===== config.mk =====
export PLATFORM = sky130hd
export DESIGN_NAME = param_processor
export DESIGN_NICKNAME = d
export VERILOG_FILES = /design/src/rtl/simple_cpu_pkg.sv /design/src/rtl/param_alu.sv /design/src/rtl/param_processor.sv
export SDC_FILE = /design/constraint.sdc
export NUM_CORES = 1
export LEC_CHECK = 0
export BUFFER_PORTS_ARGS = -buffer_cell sky130_fd_sc_hd__buf_4
export CAP_MARGIN = 20
export CORE_MARGIN = 2
export CORE_UTILIZATION = 30
export CTS_BUF_LIST = sky130_fd_sc_hd__clkbuf_8
export CTS_CLUSTER_DIAMETER = 30
export CTS_CLUSTER_SIZE = 14
export DETAILED_ROUTE_END_ITERATION = 6
export SKIP_CTS_REPAIR_TIMING = 1
export SLEW_MARGIN = 20
export SYNTH_ARGS = -nofsm -noshare
export SYNTH_HDL_FRONTEND = slang
export SYNTH_SLANG_ARGS = --single-unit

===== constraint.sdc =====
create_clock -name clk -period 10 [get_ports clk]
set_clock_uncertainty 0.15 [all_clocks]
set_input_delay 2 -clock clk [delete_from_list [all_inputs] [get_ports clk]]
set_output_delay 2 -clock clk [all_outputs]
set_load 0.03 [all_outputs]

===== src/rtl/simple_cpu_pkg.sv =====
// Shared opcode and FSM state definitions for the parameterised processor.
package simple_cpu_pkg;

  localparam int OP_W = 3;

  typedef enum logic [OP_W-1:0] {
    OP_LOAD = 3'b000,
    OP_MOV  = 3'b001,
    OP_ADD  = 3'b010,
    OP_SUB  = 3'b011,
    OP_XOR  = 3'b100,
    OP_SHL  = 3'b101,
    OP_BNZ  = 3'b110,
    OP_HALT = 3'b111
  } opcode_t;

  typedef enum logic [2:0] {
    S_IDLE,
    S_FETCH,
    S_DECODE,
    S_EXEC,
    S_DONE
  } state_t;

  // Opcodes whose result comes from the ALU and which update Z and C.
  function automatic logic is_alu_op(input opcode_t op);
    return (op == OP_ADD) || (op == OP_SUB) || (op == OP_XOR) || (op == OP_SHL);
  endfunction

endpackage


===== src/rtl/param_alu.sv =====
// Combinational ALU: ADD/SUB/XOR/SHL with zero and carry/borrow outputs.
module param_alu
  import simple_cpu_pkg::*;
#(
  parameter int DATA_W = 16
) (
  input  logic [2:0]        op,
  input  logic [DATA_W-1:0] a,
  input  logic [DATA_W-1:0] b,
  output logic [DATA_W-1:0] y,
  output logic              z,
  output logic              c
);

  // NOTE: every output of a combinational block gets a default first, so no
  // path through the case leaves it unassigned and no latch is inferred.
  always_comb begin
    y = a;
    c = 1'b0;
    case (opcode_t'(op))
      OP_ADD: {c, y} = {1'b0, a} + {1'b0, b};
      // Top bit of the widened difference is the borrow.
      OP_SUB: {c, y} = {1'b0, a} - {1'b0, b};
      OP_XOR: y = a ^ b;
      OP_SHL: begin
        c = a[DATA_W-1];
        y = {a[DATA_W-2:0], 1'b0};
      end
      default: ;
    endcase
  end

  assign z = (y == '0);

endmodule


===== src/rtl/param_processor.sv =====
// Small multi-cycle processor: program loaded by write, run by start,
// FETCH/DECODE/EXEC per instruction, reports result on a done pulse.
module param_processor
  import simple_cpu_pkg::*;
#(
  parameter int DATA_W     = 16,
  parameter int NREGS      = 16,
  parameter int PROG_DEPTH = 16,
  localparam int REG_AW    = $clog2(NREGS),
  localparam int PC_W      = $clog2(PROG_DEPTH),
  localparam int INSTR_W   = OP_W + 2*REG_AW + DATA_W
) (
  input  logic               clk,
  input  logic               reset,
  input  logic               write,
  input  logic [INSTR_W-1:0] program_in,
  input  logic               start,
  output logic               busy,
  output logic               done,
  output logic               err,
  output logic               ovf,
  output logic [DATA_W-1:0]  result,
  output logic               flag_z,
  output logic               flag_c
);

  localparam logic [PC_W:0] DEPTH = (PC_W+1)'(PROG_DEPTH);

  state_t              state;
  logic [PC_W:0]       pc;
  logic [PC_W:0]       wptr;
  logic [INSTR_W-1:0]  ir;
  logic [DATA_W-1:0]   opa;
  logic [DATA_W-1:0]   opb;
  logic [INSTR_W-1:0]  prog_mem [PROG_DEPTH];
  logic [DATA_W-1:0]   regs [NREGS];

  opcode_t             ir_op;
  logic [REG_AW-1:0]   ir_rx;
  logic [REG_AW-1:0]   ir_ry;
  logic [DATA_W-1:0]   ir_imm;

  assign ir_op  = opcode_t'(ir[INSTR_W-1 -: OP_W]);
  assign ir_rx  = ir[INSTR_W-OP_W-1 -: REG_AW];
  assign ir_ry  = ir[INSTR_W-OP_W-REG_AW-1 -: REG_AW];
  assign ir_imm = ir[DATA_W-1:0];

  logic [DATA_W-1:0] alu_y;
  logic              alu_z;
  logic              alu_c;

  param_alu #(.DATA_W(DATA_W)) u_alu (
    .op (ir_op),
    .a  (opa),
    .b  (opb),
    .y  (alu_y),
    .z  (alu_z),
    .c  (alu_c)
  );

  // A write is only accepted in IDLE, loses to start, and stops at full.
  logic mem_we;
  assign mem_we = (state == S_IDLE) && write && !start && (wptr != DEPTH);

  // NOTE: program memory has no reset; clearing wptr makes old words
  // unreachable, so the array can map onto plain RAM.
  always_ff @(posedge clk) begin
    if (mem_we) begin
      prog_mem[wptr[PC_W-1:0]] <= program_in;
    end
  end

  // Execute-stage decisions, applied by the FSM on the EXEC edge.
  logic              reg_we;
  logic [DATA_W-1:0] reg_wdata;
  logic              flags_we;
  logic [PC_W:0]     pc_next;
  logic [PC_W:0]     bnz_target;
  logic              run_end;
  logic              run_err;
  logic [DATA_W-1:0] end_result;

  always_comb begin
    reg_we     = 1'b0;
    reg_wdata  = alu_y;
    flags_we   = is_alu_op(ir_op);
    pc_next    = pc + 1'b1;
    bnz_target = {1'b0, ir_imm[PC_W-1:0]};
    run_end    = 1'b0;
    run_err    = 1'b0;
    case (ir_op)
      OP_LOAD: begin
        reg_we    = 1'b1;
        reg_wdata = ir_imm;
      end
      OP_MOV: begin
        reg_we    = 1'b1;
        reg_wdata = opb;
      end
      OP_ADD, OP_SUB, OP_XOR, OP_SHL: reg_we = 1'b1;
      OP_BNZ: begin
        if (opa != '0) begin
          pc_next = bnz_target;
          if (bnz_target >= wptr) begin
            run_end = 1'b1;
            run_err = 1'b1;
          end
        end
      end
      OP_HALT: run_end = 1'b1;
      default: ;
    endcase
    if (!run_end && (pc_next == wptr)) begin
      run_end = 1'b1;
    end

    // Falling off the end reports R0 as it stands after this instruction.
    if (ir_op == OP_HALT) begin
      end_result = opa;
    end else if (run_err) begin
      end_result = '0;
    end else if (reg_we && (ir_rx == '0)) begin
      end_result = reg_wdata;
    end else begin
      end_result = regs[0];
    end
  end

  always_ff @(posedge clk) begin
    if (!reset) begin
      state  <= S_IDLE;
      pc     <= '0;
      wptr   <= '0;
      ir     <= '0;
      opa    <= '0;
      opb    <= '0;
      busy   <= 1'b0;
      done   <= 1'b0;
      err    <= 1'b0;
      ovf    <= 1'b0;
      result <= '0;
      flag_z <= 1'b0;
      flag_c <= 1'b0;
      for (int i = 0; i < NREGS; i++) begin
        regs[i] <= '0;
      end
    end else begin
      done <= 1'b0;
      case (state)
        S_IDLE: begin
          if (start) begin
            pc  <= '0;
            err <= 1'b0;
            if (wptr == '0) begin
              state  <= S_DONE;
              done   <= 1'b1;
              err    <= 1'b1;
              result <= '0;
            end else begin
              state <= S_FETCH;
              busy  <= 1'b1;
            end
          end else if (write) begin
            if (wptr == DEPTH) begin
              ovf <= 1'b1;
            end else begin
              wptr <= wptr + 1'b1;
            end
          end
        end
        S_FETCH: begin
          ir    <= prog_mem[pc[PC_W-1:0]];
          state <= S_DECODE;
        end
        S_DECODE: begin
          opa   <= regs[ir_rx];
          opb   <= regs[ir_ry];
          state <= S_EXEC;
        end
        S_EXEC: begin
          if (reg_we) begin
            regs[ir_rx] <= reg_wdata;
          end
          if (flags_we) begin
            flag_z <= alu_z;
            flag_c <= alu_c;
          end
          if (run_end) begin
            state  <= S_DONE;
            busy   <= 1'b0;
            done   <= 1'b1;
            err    <= run_err;
            result <= end_result;
          end else begin
            state <= S_FETCH;
            pc    <= pc_next;
          end
        end
        S_DONE: state <= S_IDLE;
        default: begin
          state <= S_IDLE;
          busy  <= 1'b0;
        end
      endcase
    end
  end

endmodule

* Word level (Yosys, flattened, before mapping) *
Memory sizes are Yosys's and may differ from the RTL's. A register that Yosys moved wholly into a read port is not among the register bits.
Index checks and enable logic that the tools add are counted.

operators by class
  bitwise gates (word level) = 4
  order comparisons = 1
  add/subtract/negate cells = 4
  reductions and logical operators = 30
  muxes and demuxes = 46
  equal/unequal tests = 19

operator list
  kind                   number
  $mux W16               7
  $pmux W16 S2           2
  $pmux W16 S4           1
  $mux W1                21
  $mux W5                4
  $add A16 B16 Y17       1
  $sub A16 B16 Y17       1
  $logic_not A16 Y1      1
  $reduce_and A4 Y1      4
  $reduce_bool A16 Y1    1
  $reduce_or A16 Y1      1
  $xor A16 B16 Y16       1
  $eq A3 B3 Y1 const B   5
  $eq A3 B2 Y1 const B   4
  $pmux W3 S4            1
  $add A5 B1 Y5 const B  2
  $pmux W5 S2            1
  $mux W3                3
  $ne A2 B2 Y1 const B   4
  $eq A3 B1 Y1 const B   2
  $logic_not A3 Y1       2
  $pmux W1 S2            3
  $pmux W1 S3            2
  $reduce_and A3 Y1      2
  other kinds (16)       28

storage, ports and cells
  output and inout bits = 22
  flip-flop bits (word level) = 35
  logic and storage cells = 116
  bits in writable memories = 688
  memories = 2
  input port bits = 31

memory list
  name      depth  width  read ports  clocked after Yosys merged registers in  wr ports  RTL line               RTL
  prog_mem  16     27     1           1                                        1         param_processor.sv:35  logic [INSTR_W-1:0] prog_mem [PROG_DEPTH];
  regs      16     16     3           2                                        16        param_processor.sv:36  logic [DATA_W-1:0] regs [NREGS];

* Logic depth before layout (Yosys ltp) *
  depth in word-level cells = 9
  gate-level depth with buffers = 14

* By module *
A second synthesis with hierarchy kept.

unflattened totals
  cells, all modules = 2376
  area, all modules = 36124.6 µm²

by module, submodules not included
  module           times used  cells each  seq. area each (µm²)  area an instance (µm²)
  param_processor  1           2014        22541.6               33779.9
  param_alu        1           362         0.0                   2344.7

* Worst setup path before layout *
No wires, ideal clock.

  path kind = input port to flip-flop
  from = input port start
  to = memory prog_mem[0][0] (netlist bit) (enable)
  stages = 2
  library setup time = 0.411 ns
  slack = 6.011 ns
  buffers on the path = 0
  required time = 9.439 ns
  data arrival time = 3.428 ns
  cells stage by stage = nand3b_1 nor2_1

between the ends
  cells in the longest elaborated chain, start to end = 5

RTL lines
  element                           RTL line               RTL
  from (decl)                       param_processor.sv:17  input logic start,
  $logic_not A1 Y1                  param_processor.sv:63  assign mem_we = (state == S_IDLE) && write && !start && (wptr != DEPTH);
  $logic_and A1 B1 Y1 (2 in a row)  param_processor.sv:63
  $mux W1                           param_processor.sv:68  if (mem_we) begin
  $mux W1 (implied by the code)     param_processor.sv:69  prog_mem[wptr[PC_W-1:0]] <= program_in;
  to (decl)                         param_processor.sv:35

No other way between the ends.

==> qor.csv <==
metric,value,unit
status,finished clean,
Peak Freq,218,MHz
Routed WL,101,mm
"Seq/Total Area, Yosys",63.1,%
FP Rows,126,
final core utilization,34.9,%
Wirelength per Cell,24.8,um
post-synth top area share,57.8,%
Sequential Power Share,45.9,%
VDD IR-drop max,0.131,mV
Hold Path Stages,2,
P_int,5.93,mW
Worst Tran Pin Value,1.12,ns
final setup fails,0,
Reg2Reg Depth,13,
placed cells,3776,
maximum root-to-sink buffer count,3,
hold_ws,0.287,ns
Sink Count,782,
Syn Inst Count,2327,
CTS tree,done,
CTS clock-pin slew for the worst setup and hold paths,0.05,ns
critical path arrival,4.97,ns
die area,122000,um2
Initial DRT Pass Iterations,6,
Post-synth top cells,"edfxtp_1 (688), nor2_1 (307), mux4_2 (296), nand2_1 (222), a21oi_1 (116)",
Clk pwr share,43.8,%
Final ANT Viol Nets,0,
filler cell count,11200,
number of synthesized register bits,782,
non-filler instance count after layout,4063,
GRT overflow,0,
DR vias,21500,
vias per cell,5.30,
dominant cell type by area after synthesis,edfxtp_1,
Startpoint Class,register,
initial antenna violation count,8,
Final Critical Period,4.59,ns
number of synthesized flops with an enable pin,688,
H-tree levels,4,
die height,349,um
yosys warns,0,
latest clock arrival within the worst-skew pair,0.87,ns
fin crit share,45.9,%
required time of the critical path,10.38,ns
Core Region,118000,um2
Pwr Density,196,nW/um2
largest net degree at the start of global routing,77,
max-slew violation count,0,
synthesized area per cell,15.4,um2
"top cells by area, synth","edfxtp_1 (58%), mux4_2 (19%), dfxtp_1 (5.3%)",
WS Path Type,reg2reg,
Critical Path End Type,register,
Syn-to-layout area delta,15.2,%
RSZ-0062 raised after global routing,no,
global-route wire length before repair,145,mm
Initial Utilization,30.3,%
Comb pwr share,10.2,%
vias in the first global route,21000,
Port Buffers,52,
switching power,2.16,mW
Synth cell types,83,
syn nets,2402,
final hold vios,0,
CTS buffer count,152,
Post-synth top flop,edfxtp_1,
switching power share of the total,26.7,%
most frequent cell after synthesis,edfxtp_1,
worst-path fanout max,16,
initial drt markers,2818,
Final Wtd Congestion,0.914,
post-route setup TNS,0,ns
clock root cell,clkbuf_8,
max-cap violations,0,
drt drc,0,
layout cells sized above 1,27.0,%
leak pwr,13.0,nW
NumNets Final,2470,
Worst slew margin,25.5,%
die width,349,um
synthesized area,35700,um2
Tot GR Track Use,16.5,%
Synth async-reset ratio,0,%
type of the most critical hold path,reg2reg,
DP HPWL,63.5,mm
IO Pins,53,
[power by group through the flow]
stage               sequential (mW)  clock, mW  combinational, mW
floorplan                      3.72          0              0.530
global placement               3.77          0              0.808
detailed placement             3.78          0              0.810
CTS                            3.71       3.60              0.813
global route                   3.72       3.75              0.870
finish                         3.71       3.54              0.827
[cells in the final DEF, fill, tap and decap left out, types with 6 or more instances in the layout]
cell type	netlist	routed
and2_2	0	12
nor3_1	17	15
clkinv_4	0	14
a22oi_1	8	8
buf_4	4	80
a21oi_1	116	114
inv_1	42	60
a21o_1	6	6
clkinv_1	0	25
dfxtp_4	0	6
o21ai_2	3	7
nand4_1	8	8
edfxtp_1	688	688
nand2_1	222	222
a211oi_1	8	8
xnor2_1	23	23
ha_1	42	42
nand3_1	25	25
mux4_2	296	296
nand2b_1	8	8
nor2b_1	24	24
bufinv_16	0	19
o211ai_1	7	7
nor2_1	307	306
clkinv_2	0	22
o21ai_1	14	7
a31oi_1	7	7
clkbuf_8	0	155
mux2i_1	28	28
dfxtp_1	94	85
o21ai_0	43	43
nor4_1	7	7
clkinvlp_4	0	12
[worst max-delay path, stage by stage (launching register included)]
cell and delay (ns):
dfxtp_1 0.55, inv_1 0.14, ha_1 0.24, fa_1 0.39
nand2b_1 0.18, a2111o_1 0.51, a31oi_2 0.21, a31oi_1 0.16
o21ai_1 0.20, xnor2_1 0.08, a211oi_1 0.39, a211oi_2 0.16
a21oi_4 0.82, nor2_1 0.09
[layout make-up]
cell class	instances	area, um2	area share, %
timing repair buffer	82	627	1.52
clock buffer	155	2130	5.18
multi-input combinational	1333	12400	30.2
sequential	782	22600	54.8
inverter	44	165	0.401
tap	1536	1920	4.67
antenna	3	7.51	0.0182
clock inverter	128	1310	3.17
[logic make-up after synthesis]
group | Yosys count | synth area share [%]
buf+inv | 212 | 2.39
xor+xnor | 28 | 0.686
mux | 329 | 19.6
fa+ha+maj | 44 | 1.58
compound gates | 274 | 4.92
simple gates | 658 | 7.72
flops | 782 | 63.1
[registers in the layout, indices dropped and copies added, names as in the netlist, 3 cells and up]
signal / cells
state: 3
opa: 16
pc: 5
regs: 256
wptr: 5
prog_mem: 432
opb: 16
result: 16
ir: 27
[per-stage QoR]
stage	cell area (um2)	setup slack, ns	total power [mW]
floorplan	35700	6.01	4.25
detailed placement	37700	4.65	4.59
CTS	41100	5.50	8.12
global placement	37700	4.72	4.58
finish	41200	5.41	8.08
global route	41200	5.24	8.33
[routing by layer]
| metal | GRT usage, % | routed length [um] | up-vias |
|---|---|---|---|
| li1 | - | - | 9235 |
| met1 | 22.9 | 41900 | 11000 |
| met2 | 24.7 | 45700 | 1084 |
| met3 | 4.26 | 9820 | 175 |
| met4 | 6.39 | 3330 | 10 |
| met5 | 0 | 60 | - |
[final timing paths]
path	start	slack (ns)	endpoint
max	opa[0]	5.41	regs[12][12]
min	result[8]	0.29	result[8]
max reg2reg	opa[0]	5.41	regs[12][12]
min reg2reg	result[8]	0.29	result[8]
No activity file was read; power rests on OpenSTA's default activity.
